<file path="src/rtl/axis_iic_pkg.sv">
// rtl/axis_iic_pkg.sv - shared types and constants for the I2C target
// Contents: FSM state type iic_sub_fsm_t, bus acknowledge levels, general call address.
package axis_iic_pkg;

    typedef enum logic [3:0] {
        IDLE      = 4'd0,
        ADDR      = 4'd1,
        ADDR_ACK  = 4'd2,
        WR_DATA   = 4'd3,
        WR_ACK    = 4'd4,
        RD_LOAD   = 4'd5,
        RD_DATA   = 4'd6,
        RD_ACK    = 4'd7,
        WAIT_STOP = 4'd8
    } iic_sub_fsm_t;

    localparam logic       IIC_ACK          = 1'b0;
    localparam logic       IIC_NACK         = 1'b1;
    localparam logic [6:0] IIC_GENERAL_CALL = 7'h00;

endpackage

</file>
<file path="src/rtl/iic_line_filter.sv">
// rtl/iic_line_filter.sv - synchronizer and glitch filter for one I2C line
// Ports: clk_i2c/reset (sync, active-high); line_in raw pad level;
//        line_out filtered level; rise/fall one-cycle strobes of line_out.
module iic_line_filter #(
    parameter int SYNC_STAGES   = 2,
    parameter int GLITCH_CYCLES = 3
) (
    input  logic clk_i2c,
    input  logic reset,
    input  logic line_in,
    output logic line_out,
    output logic rise,
    output logic fall
);

    logic [SYNC_STAGES-1:0] sync;
    logic [3:0]             stable_cnt;
    logic                   sync_out;

    assign sync_out = sync[SYNC_STAGES-1];

    // Idle I2C lines are high, so reset everything to 1 to avoid a
    // spurious edge coming out of reset.
    always_ff @(posedge clk_i2c) begin
        if (reset) begin
            sync       <= '1;
            line_out   <= 1'b1;
            stable_cnt <= '0;
            rise       <= 1'b0;
            fall       <= 1'b0;
        end else begin
            sync <= {sync[SYNC_STAGES-2:0], line_in};
            rise <= 1'b0;
            fall <= 1'b0;
            if (sync_out == line_out) begin
                stable_cnt <= '0;
            end else if (stable_cnt == 4'(GLITCH_CYCLES - 1)) begin
                // New level has now been seen GLITCH_CYCLES times in a row.
                line_out   <= sync_out;
                rise       <= sync_out;
                fall       <= ~sync_out;
                stable_cnt <= '0;
            end else begin
                stable_cnt <= stable_cnt + 4'd1;
            end
        end
    end

endmodule

</file>
<file path="src/rtl/axis_iic_sub.sv">
// rtl/axis_iic_sub.sv - I2C target bridging bus writes/reads to AXI-Stream
// Ports: clk_i2c oversampling clock, reset sync active-high;
//        SCL_I/SDA_I pad levels, SCL_T/SDA_T open-drain enables (1 = release);
//        m_axis_* received write bytes (tuser = first byte after address);
//        s_axis_* bytes returned on reads; busy = FSM not idle.
module axis_iic_sub #(
    parameter logic [6:0] DEVICE_ADDR   = 7'h50,
    parameter int         SYNC_STAGES   = 2,
    parameter int         GLITCH_CYCLES = 3
) (
    input  logic       clk_i2c,
    input  logic       reset,
    input  logic       SCL_I,
    input  logic       SDA_I,
    output logic       SCL_T,
    output logic       SDA_T,
    output logic [7:0] m_axis_tdata,
    output logic       m_axis_tuser,
    output logic       m_axis_tvalid,
    input  logic       m_axis_tready,
    input  logic [7:0] s_axis_tdata,
    input  logic       s_axis_tvalid,
    output logic       s_axis_tready,
    output logic       busy
);
    import axis_iic_pkg::*;

    iic_sub_fsm_t state;
    logic         scl, scl_rise, scl_fall;
    logic         sda, sda_rise, sda_fall;
    logic         start, stop;
    logic [2:0]   bit_cnt;
    logic [6:0]   shreg;
    logic [7:0]   rx_byte;
    logic [7:0]   rd_byte;
    logic         rd_n_wr;
    logic         phase2;     // second half of an ACK phase
    logic         fall_d;     // scl_fall delayed one cycle: SDA hold margin
    logic         first_byte;
    logic         sda_t, scl_t;
    logic         m_full;

    iic_line_filter #(.SYNC_STAGES(SYNC_STAGES), .GLITCH_CYCLES(GLITCH_CYCLES)) u_scl_filter (
        .clk_i2c (clk_i2c),
        .reset   (reset),
        .line_in (SCL_I),
        .line_out(scl),
        .rise    (scl_rise),
        .fall    (scl_fall)
    );

    iic_line_filter #(.SYNC_STAGES(SYNC_STAGES), .GLITCH_CYCLES(GLITCH_CYCLES)) u_sda_filter (
        .clk_i2c (clk_i2c),
        .reset   (reset),
        .line_in (SDA_I),
        .line_out(sda),
        .rise    (sda_rise),
        .fall    (sda_fall)
    );

    // Both lines share the same filter latency, so their relative ordering
    // on the pads is preserved here.
    assign start   = sda_fall & scl;
    assign stop    = sda_rise & scl;
    assign rx_byte = {shreg, sda};
    assign m_full  = m_axis_tvalid & ~m_axis_tready;

    assign SDA_T         = sda_t;
    assign SCL_T         = scl_t;
    assign busy          = (state != IDLE);
    assign s_axis_tready = (state == RD_LOAD) & s_axis_tvalid & ~start & ~stop;

    always_ff @(posedge clk_i2c) begin
        if (reset) begin
            state         <= IDLE;
            bit_cnt       <= 3'd7;
            shreg         <= '0;
            rd_byte       <= '0;
            rd_n_wr       <= 1'b0;
            phase2        <= 1'b0;
            fall_d        <= 1'b0;
            first_byte    <= 1'b0;
            sda_t         <= 1'b1;
            scl_t         <= 1'b1;
            m_axis_tvalid <= 1'b0;
            m_axis_tdata  <= '0;
            m_axis_tuser  <= 1'b0;
        end else begin
            fall_d <= scl_fall;
            if (m_axis_tvalid && m_axis_tready) begin
                m_axis_tvalid <= 1'b0;
            end

            if (start) begin
                state   <= ADDR;
                bit_cnt <= 3'd7;
                sda_t   <= 1'b1;
                scl_t   <= 1'b1;
                phase2  <= 1'b0;
            end else if (stop) begin
                state  <= IDLE;
                sda_t  <= 1'b1;
                scl_t  <= 1'b1;
                phase2 <= 1'b0;
            end else begin
                case (state)
                    ADDR: begin
                        if (scl_rise) begin
                            shreg   <= rx_byte[6:0];
                            bit_cnt <= bit_cnt - 3'd1;
                            if (bit_cnt == 3'd0) begin
                                if (rx_byte[7:1] == DEVICE_ADDR && rx_byte[7:1] != IIC_GENERAL_CALL) begin
                                    state      <= ADDR_ACK;
                                    rd_n_wr    <= rx_byte[0];
                                    first_byte <= 1'b1;
                                end else begin
                                    state <= WAIT_STOP;
                                end
                            end
                        end
                    end
                    ADDR_ACK, WR_ACK: begin
                        // First fall: start driving ACK. Second fall: ninth clock done.
                        if (scl_fall) begin
                            if (!phase2) begin
                                sda_t  <= IIC_ACK;
                                phase2 <= 1'b1;
                            end else begin
                                sda_t   <= IIC_NACK;
                                phase2  <= 1'b0;
                                bit_cnt <= 3'd7;
                                state   <= (state == ADDR_ACK && rd_n_wr) ? RD_LOAD : WR_DATA;
                            end
                        end
                    end
                    WR_DATA: begin
                        if (scl_rise) begin
                            shreg   <= rx_byte[6:0];
                            bit_cnt <= bit_cnt - 3'd1;
                            if (bit_cnt == 3'd0) begin
                                if (m_full) begin
                                    state <= WAIT_STOP;
                                end else begin
                                    m_axis_tdata  <= rx_byte;
                                    m_axis_tuser  <= first_byte;
                                    m_axis_tvalid <= 1'b1;
                                    first_byte    <= 1'b0;
                                    state         <= WR_ACK;
                                end
                            end
                        end
                    end
                    RD_LOAD: begin
                        if (s_axis_tready) begin
                            rd_byte <= s_axis_tdata;
                            sda_t   <= s_axis_tdata[7];
                            bit_cnt <= 3'd7;
                            state   <= RD_DATA;
                        end else begin
                            scl_t <= 1'b0;
                        end
                    end
                    RD_DATA: begin
                        // SCL is released one cycle after bit 7 is on SDA, giving setup time.
                        scl_t <= 1'b1;
                        if (fall_d) begin
                            if (bit_cnt == 3'd0) begin
                                sda_t  <= 1'b1;
                                phase2 <= 1'b0;
                                state  <= RD_ACK;
                            end else begin
                                sda_t   <= rd_byte[bit_cnt - 3'd1];
                                bit_cnt <= bit_cnt - 3'd1;
                            end
                        end
                    end
                    RD_ACK: begin
                        // Fetch the next byte only after SCL falls again, so SDA
                        // never moves while SCL is high.
                        if (scl_rise) begin
                            if (sda == IIC_NACK) begin
                                state <= WAIT_STOP;
                            end else begin
                                phase2 <= 1'b1;
                            end
                        end else if (scl_fall && phase2) begin
                            phase2  <= 1'b0;
                            bit_cnt <= 3'd7;
                            state   <= RD_LOAD;
                        end
                    end
                    IDLE, WAIT_STOP: begin
                        sda_t <= 1'b1;
                        scl_t <= 1'b1;
                    end
                    default: begin
                        state <= IDLE;
                        sda_t <= 1'b1;
                        scl_t <= 1'b1;
                    end
                endcase
            end
        end
    end

endmodule

</file>
<file path="config.mk">
export PLATFORM = sky130hd
export DESIGN_NAME = axis_iic_sub
export DESIGN_NICKNAME = d
export VERILOG_FILES = /design/src/rtl/axis_iic_pkg.sv /design/src/rtl/iic_line_filter.sv /design/src/rtl/axis_iic_sub.sv
export SDC_FILE = /design/constraint.sdc
export NUM_CORES = 1
export LEC_CHECK = 0
export BUFFER_PORTS_ARGS = -buffer_cell sky130_fd_sc_hd__buf_4
export CAP_MARGIN = 25
export CORE_MARGIN = 10
export CORE_UTILIZATION = 45
export DETAILED_ROUTE_END_ITERATION = 8
export SYNTH_ARGS = -nofsm -noshare
export SYNTH_HDL_FRONTEND = slang
export SYNTH_SLANG_ARGS = --single-unit
export TNS_END_PERCENT = 30
</file>
<file path="constraint.sdc">
create_clock -name clk_i2c -period 5 [get_ports clk_i2c]
set_clock_uncertainty 0.1 [all_clocks]
set_input_delay 0.75 -clock clk_i2c [delete_from_list [all_inputs] [get_ports clk_i2c]]
set_output_delay 0.75 -clock clk_i2c [all_outputs]
set_load 0.01 [all_outputs]
</file>
==> Implementation_results.wiki, run 1 <==
{| class="wikitable"
! Metric !! Value
|-
| Global routing's busiest layer || met2
|-
| Detailed placer's ending HPWL || 3910 um
|-
| Remaining antenna violation count || 0
|-
| Area growth, synth to finish || 12.6%
|-
| CTS tree || built
|-
| CTS Hold Buffers Added || 0
|-
| Critical path's slowest cell || dfxtp_1
|-
| Gate family responsible for the most delay along the worst path || flip-flops
|-
| Cell chain of the critical path || nand2b_1 -> or3_1 -> inv_1 -> buf_4
|-
| CTS sink cnt || 56
|-
| Number of register bits inferred by synthesis || 56
|-
| Number of top-level pins || 28
|-
| Remaining design rule violation count || 0
|-
| Global-route congestion overflow total || 0
|-
| Initial Util || 0.472
|-
| Proportion of layout cells with a drive suffix above 1 || 0.148
|-
| Highest net fanout along the worst path || 21
|-
| Via count of the first global-routing pass || 2066
|-
| Buffers on Ports || 27
|-
| Worst setup path category || reg2out
|-
| Vertical die dimension || 96.7 um
|-
| Power per cell area || 398 mW/mm^2
|-
| Final number of setup-violating endpoints || 0
|-
| Dominant register cell in the synthesized netlist || dfxtp_1
|-
| Max Root-Sink Buffers || 2
|-
| Asr flop ratio synth || 0
|-
| Post-Syn Nets || 312
|-
| Most frequent standard cell in the layout excluding fill and tap cells || dfxtp_1
|-
| Reported max-cap violation count || 0
|-
| Std-Cell Rows || 27
|-
| Final Cell Area || 0.00298 mm^2
|-
| Post-route setup TNS || 0 ps
|-
| Met2 routing resource usage after global routing || 0.184
|-
| Vias per std cell || 5.42
|-
| Slew at the pin with the worst max-slew slack || 747 ps
|-
| Data arrival time of the worst path || 2080 ps
|-
| RSZ-0062 raised after global routing || no
|-
| Worst stage delay on the critical path || 810 ps
|-
| Wire length of the first global-routing pass || 9970 um
|-
| Count of buffer and inverter cells on the critical path || 2
|-
| Post-route core utilization || 0.532
|-
| Die outline width || 96.7 um
|-
| Sequential cell area fraction in the yosys report || 0.423
|-
| Post-layout nets || 330
|-
| Global routing usage on met3 || 0.0348
|-
| Result of the run || completed
|-
| Num CTS Buffers || 5
|-
| Maximum number of pins on one net before global-route repair || 44
|-
| Clock network latency to the later pin of the worst-skew pair || 310 ps
|-
| Leakage Power || 1.27 nW
|-
| DR pass1 iterations || 4
|-
| Final hold violation count || 0
|-
| Count of flip-flops with a built-in enable after synthesis || 0
|-
| Routed wire length || 5640 um
|-
| DR vias || 2075
|-
| Number of max-slew violations in the final report || 0
|-
| Worst rel slew slack || 0.502
|-
| Average footprint of a synthesized cell || 9.07 um^2
|-
| Post-cts sizing count || 0
|-
| Placeable core region || 0.00561 mm^2
|-
| Final GP Congestion || 0.791
|-
| All-Layer GR Usage || 0.123
|-
| Clock H-tree levels || 2
|-
| Number of buffers inserted by post-CTS setup repair || 0
|-
| Number of diodes || 0
|-
| Clock transition at the registers of the reported paths || 90 ps
|-
| Area of placed instances || 0.00287 mm^2
|-
| Post-synthesis cell type count || 50
|-
| Initial drt markers || 68
|-
| Kind of end point of the critical path || primary output
|-
| Startpoint class of the critical path || flop
|-
| Most frequent cells in the layout || dfxtp_1, nor2_1, buf_4
|-
| Die Footprint || 0.00935 mm^2
|-
| Data required, critical path || 4150 ps
|-
| Post-layout minimum cycle time || 2930 ps
|-
| Post-layout power || 1.19 mW
|-
| Tightest hold margin || 324 ps
|-
| Hold WC Path Type || reg2reg
|-
| Post-synthesis instance area || 0.00265 mm^2
|-
| Post-synthesis instance total || 292
|-
| CTS Root Cell || clkbuf_8
|-
| Final worst path period share || 0.586
|-
| Antenna violations before repair || 0
|-
| Timing-limited maximum frequency || 341 MHz
|-
| GR Util met1 || 0.161
|-
| WL per Instance || 14.7 um
|-
| Number of synthesis warnings || 0
|-
| Worst ir drop on vdd || 0.210 mV
|}
-- cell type report --
type                    instances  area, um^2
multi-input cells             208        1410
flip-flops and latches         56        1120
well taps                      72        90.1
clock buffers                   6        72.6
inverters                      11        41.3
clock inverters                 2        35.0
fillers                       559        2630
repair buffers                 28         210
-- worst paths after layout --
kind	cells past startpoint	start	slack [ps]	endpoint
hold reg to reg	1	u_sda_filter.sync[0]	320	u_sda_filter.sync[1]
hold / removal	1	u_sda_filter.sync[0]	320	u_sda_filter.sync[1]
setup / recovery	4	state[2]	2070	s_axis_tready
setup reg to reg	5	state[3]	2730	state[1]
-- cells by family (layout without fill, tap and decap cells) --
kind of cell               count (synthesis)  in the layout  share of synthesized area
DFF                                       56             56                      0.423
adders and majority gates                  8              8                     0.0359
and+or+nand+nor                          112            112                      0.218
buffers and inverters                     28             47                     0.0439
muxes                                     29             29                      0.120
xor gates and xnor gates                   8              8                     0.0265
AOI/OAI and AO/OA                         51             51                      0.133
-- per-stage QoR --
stage / setup WS (ps) / std cells
final: 2070 / 383
after global routing: 1920 / 383
after CTS: 2070 / 382
after detailed placement: 2370 / 374
after global placement: 2360 / 374
after floorplan: 2690 / 292
-- flip-flops by register name, summed over array words and instances (netlist names), 2 cells and up --
register,cells
rd_byte,8
state,4
m_axis_tdata,8
shreg,7
u_scl_filter.stable_cnt,4
bit_cnt,3
u_scl_filter.sync,2
u_sda_filter.sync,2
u_sda_filter.stable_cnt,4
-- synthesized netlist by cell type (3+ instances only) --
cell type	n	area [um^2]
a211oi_1	4	30.0
a21oi_1	12	60.1
a311oi_1	4	35.0
a31oi_1	3	18.8
and3_1	4	25.0
buf_2	9	45.0
clkbuf_1	8	30.0
dfxtp_1	56	1120
ha_1	6	75.1
inv_1	10	37.5
mux2i_1	26	260
nand2_1	17	63.8
nand2b_1	5	31.3
nand3_1	7	35.0
nand3b_1	3	22.5
nor2_1	45	169
nor2b_1	4	25.0
nor3_1	4	20.0
nor4b_1	6	52.6
o21ai_0	6	30.0
o21ai_1	4	20.0
o22ai_1	4	25.0
or2_2	4	25.0
xnor2_1	6	52.6
-- per-layer routing --
| layer | share of wire | vias up |
|---|---|---|
| li1 | - | 1067 |
| met2 | 0.43 | 39 |
| met4 | 0.020 | 0 |
| met5 | 0 | - |
| met3 | 0.045 | 11 |
| met1 | 0.51 | 958 |
-- worst reg2reg max path, cell delays in order (launching register included) --
cell and delay (ps):
dfxtp_1 700, nor2_1 170, a311oi_1 390, a311o_1 450, a21oi_1 120, a311oi_1 270
-- power by group --
| group | total [mW] | internal [mW] | switching (mW) |
|---|---|---|---|
| clock | 0.293 | 0.149 | 0.144 |
| sequential | 0.539 | 0.468 | 0.0707 |
| combinational | 0.355 | 0.158 | 0.197 |
| total | 1.19 | 0.775 | 0.412 |
Power figures use the tool's default switching activity.
==> run 2: changes to the inputs <==
clock period = 3.04 ns   (was 5 ns; I/O delays follow)
==> Implementation_results.wiki, run 2 (synthesized netlist as in run 1, its figures left out) <==
{| class="wikitable"
! Metric !! Value
|-
| Max Root-Sink Buffers || 2 (unchanged)
|-
| RSZ-0062 raised after global routing || no
|-
| Placeable core region || 0.00561 mm^2 (unchanged)
|-
| Std-Cell Rows || 27 (unchanged)
|-
| Detailed placer's ending HPWL || 4080 um (+4.4%)
|-
| CTS tree || built
|-
| Vertical die dimension || 96.7 um (unchanged)
|-
| Maximum number of pins on one net before global-route repair || 44 (unchanged)
|-
| R2r endpoint || SDA_T
|-
| Num CTS Buffers || 5 (unchanged)
|-
| Hold WC Path Type || in2reg
|-
| CTS Hold Buffers Added || 0 (unchanged)
|-
| Clock network latency to the later pin of the worst-skew pair || 310 ps (about the same)
|-
| Die outline width || 96.7 um (unchanged)
|-
| Leakage Power || 1.27 nW (about the same)
|-
| Worst-case hold path end point || u_scl_filter.sync[0]
|-
| Routed wire length || 5630 um (-0.12%)
|-
| Timing-limited maximum frequency || 394 MHz
|-
| Worst ir drop on vdd || 0.311 mV (+49%)
|-
| Worst Hold Path Cells || 2 (+1)
|-
| Number of top-level pins || 28 (unchanged)
|-
| Most frequent cells in the layout || dfxtp_1, nor2_1, buf_4
|-
| DR pass1 iterations || 4 (unchanged)
|-
| Die Footprint || 0.00935 mm^2 (unchanged)
|-
| Area growth, synth to finish || 12.3%
|-
| Final number of setup-violating endpoints || 0 (unchanged)
|-
| WL per Instance || 14.7 um (-0.38%)
|-
| Initial Util || 0.472 (unchanged)
|-
| Remaining antenna violation count || 0 (unchanged)
|-
| DR vias || 2102 (+1.3%)
|-
| Clock transition at the registers of the reported paths || 90 ps (about the same)
|-
| Slew at the pin with the worst max-slew slack || 669 ps (-77.4 ps)
|-
| Buffers on Ports || 27 (unchanged)
|-
| Proportion of layout cells with a drive suffix above 1 || 0.154 (+0.00594)
|-
| FF-to-FF path depth || 6 (+1)
|-
| Via count of the first global-routing pass || 2010 (-2.7%)
|-
| Highest net fanout along the worst path || 15 (-29%)
|-
| Power per cell area || 635 mW/mm^2 (+60%)
|-
| Final hold violation count || 0 (unchanged)
|-
| Data required, critical path || 2480 ps (-1670 ps)
|-
| Most frequent standard cell in the layout excluding fill and tap cells || dfxtp_1
|-
| Final GP Congestion || 0.957 (+21%)
|-
| Post-route setup TNS || 0 ps (unchanged)
|-
| Switching pwr || 0.672 mW (+63%)
|-
| Tightest hold margin || 228 ps (-95.9 ps)
|-
| Result of the run || completed
|-
| Number of buffers inserted by post-CTS setup repair || 0 (unchanged)
|-
| Final critical-path setup slack || 499 ps (-1570 ps)
|-
| Internal cell power || 1.22 mW (+57%)
|-
| Global-route congestion overflow total || 0 (unchanged)
|-
| Number of max-slew violations in the final report || 0 (unchanged)
|-
| CTS Root Cell || clkbuf_8
|-
| Proportion of power drawn by combinational gates || 0.322 (+0.023)
|-
| Final worst path period share || 0.836
|-
| Number of diodes || 0 (unchanged)
|-
| Worst hold path startpoint || SCL_I
|-
| Antenna violations before repair || 0 (unchanged)
|-
| Clock H-tree levels || 2 (unchanged)
|-
| Wire length of the first global-routing pass || 9740 um (-2.4%)
|-
| Switching share of power || 0.355 (+0.00839)
|-
| Post-cts sizing count || 0 (unchanged)
|-
| Worst setup path category || reg2out
|-
| Reported max-cap violation count || 0 (unchanged)
|-
| All-Layer GR Usage || 0.120 (-0.00275)
|-
| CTS sink cnt || 56 (unchanged)
|-
| Post-layout nets || 331 (+0.30%)
|-
| Initial drt markers || 71 (+4.4%)
|-
| Remaining design rule violation count || 0 (unchanged)
|-
| Vias per std cell || 5.47 (+1.0%)
|-
| Flop-to-flop setup slack || 850 ps (-1880 ps)
|-
| Post-layout minimum cycle time || 2540 ps
|-
| Sequential group share of total power || 0.459 (+0.005)
|-
| Worst slack after detailed placement || 828 ps (-1540 ps)
|-
| Registers with the most flip-flops || m_axis_tdata x8, rd_byte x8, shreg x7
|-
| Startpoint class of the critical path || flop
|-
| Startpoint of the lowest-slack register-to-register path || bit_cnt[0]
|-
| Data arrival time of the worst path || 1980 ps (-100 ps)
|-
| Clock network fraction of total power || 0.220 (-0.027)
|-
| Number of fill cells || 548 (-2.0%)
|-
| Worst rel slew slack || 0.553 (+0.0517)
|-
| Kind of end point of the critical path || primary output
|}
[run 2: power groups by stage]
| stage | registers [mW] | logic (mW) | clock network [mW] |
|---|---|---|---|
| global route | 0.877 | 0.673 | 0.461 |
| floorplan | 0.812 | 0.525 | 0 |
| global placement | 0.880 | 0.601 | 0 |
| detailed placement | 0.882 | 0.603 | 0 |
| finish | 0.867 | 0.608 | 0.416 |
| CTS | 0.863 | 0.607 | 0.425 |
[run 2: layer usage]
layer	share of wire	track usage	wire, um
met1	0.48	0.156	2720
met3	0.054	0.0298	305
met2	0.45	0.184	2530
met5	0	0	0
met4	0.013	0.0507	74
[run 2: stage by stage]
| step | util | power [mW] | cells | area, um^2 |
|---|---|---|---|---|
| after floorplan | - | 1.34 | 292 | 2650 |
| after global placement | 0.514 | 1.48 | 376 | 2880 |
| after detailed placement | 0.514 | 1.49 | 376 | 2880 |
| after CTS | 0.530 | 1.90 | 384 | 2970 |
| after global routing | 0.530 | 2.01 | 384 | 2970 |
| final | 0.530 | 1.89 | 384 | 2970 |
[run 2: critical path, cell delays in order (launching register included)]
cell      delay [ps]
dfxtp_1          610
nand2b_1         210
or3_1            610
inv_1            120
buf_4            130
[run 2: cell type report]
type,count,area (um^2),share of cell area
inverter,11,41.3,0.0139
multi-input combinational,208,1410,0.475
clock inverter,2,10.0,0.00337
clock buffer,6,82.6,0.0278
tap,72,90.1,0.0303
sequential,56,1120,0.377
timing repair buffer,29,218,0.0732
[run 2: worst max path at each step]
stage                     to         startpoint  cells after the start  slack (ps)
2_1_floorplan          SDA_T         bit_cnt[0]                      6        1000
3_3_place_gp           SDA_T         bit_cnt[0]                      6         870
3_5_place_dp           SDA_T         bit_cnt[0]                      6         830
4_1_cts        s_axis_tready  u_sda_filter.fall                      5         500
5_1_grt        s_axis_tready           state[0]                      4         340
6_report       s_axis_tready           state[0]                      4         500
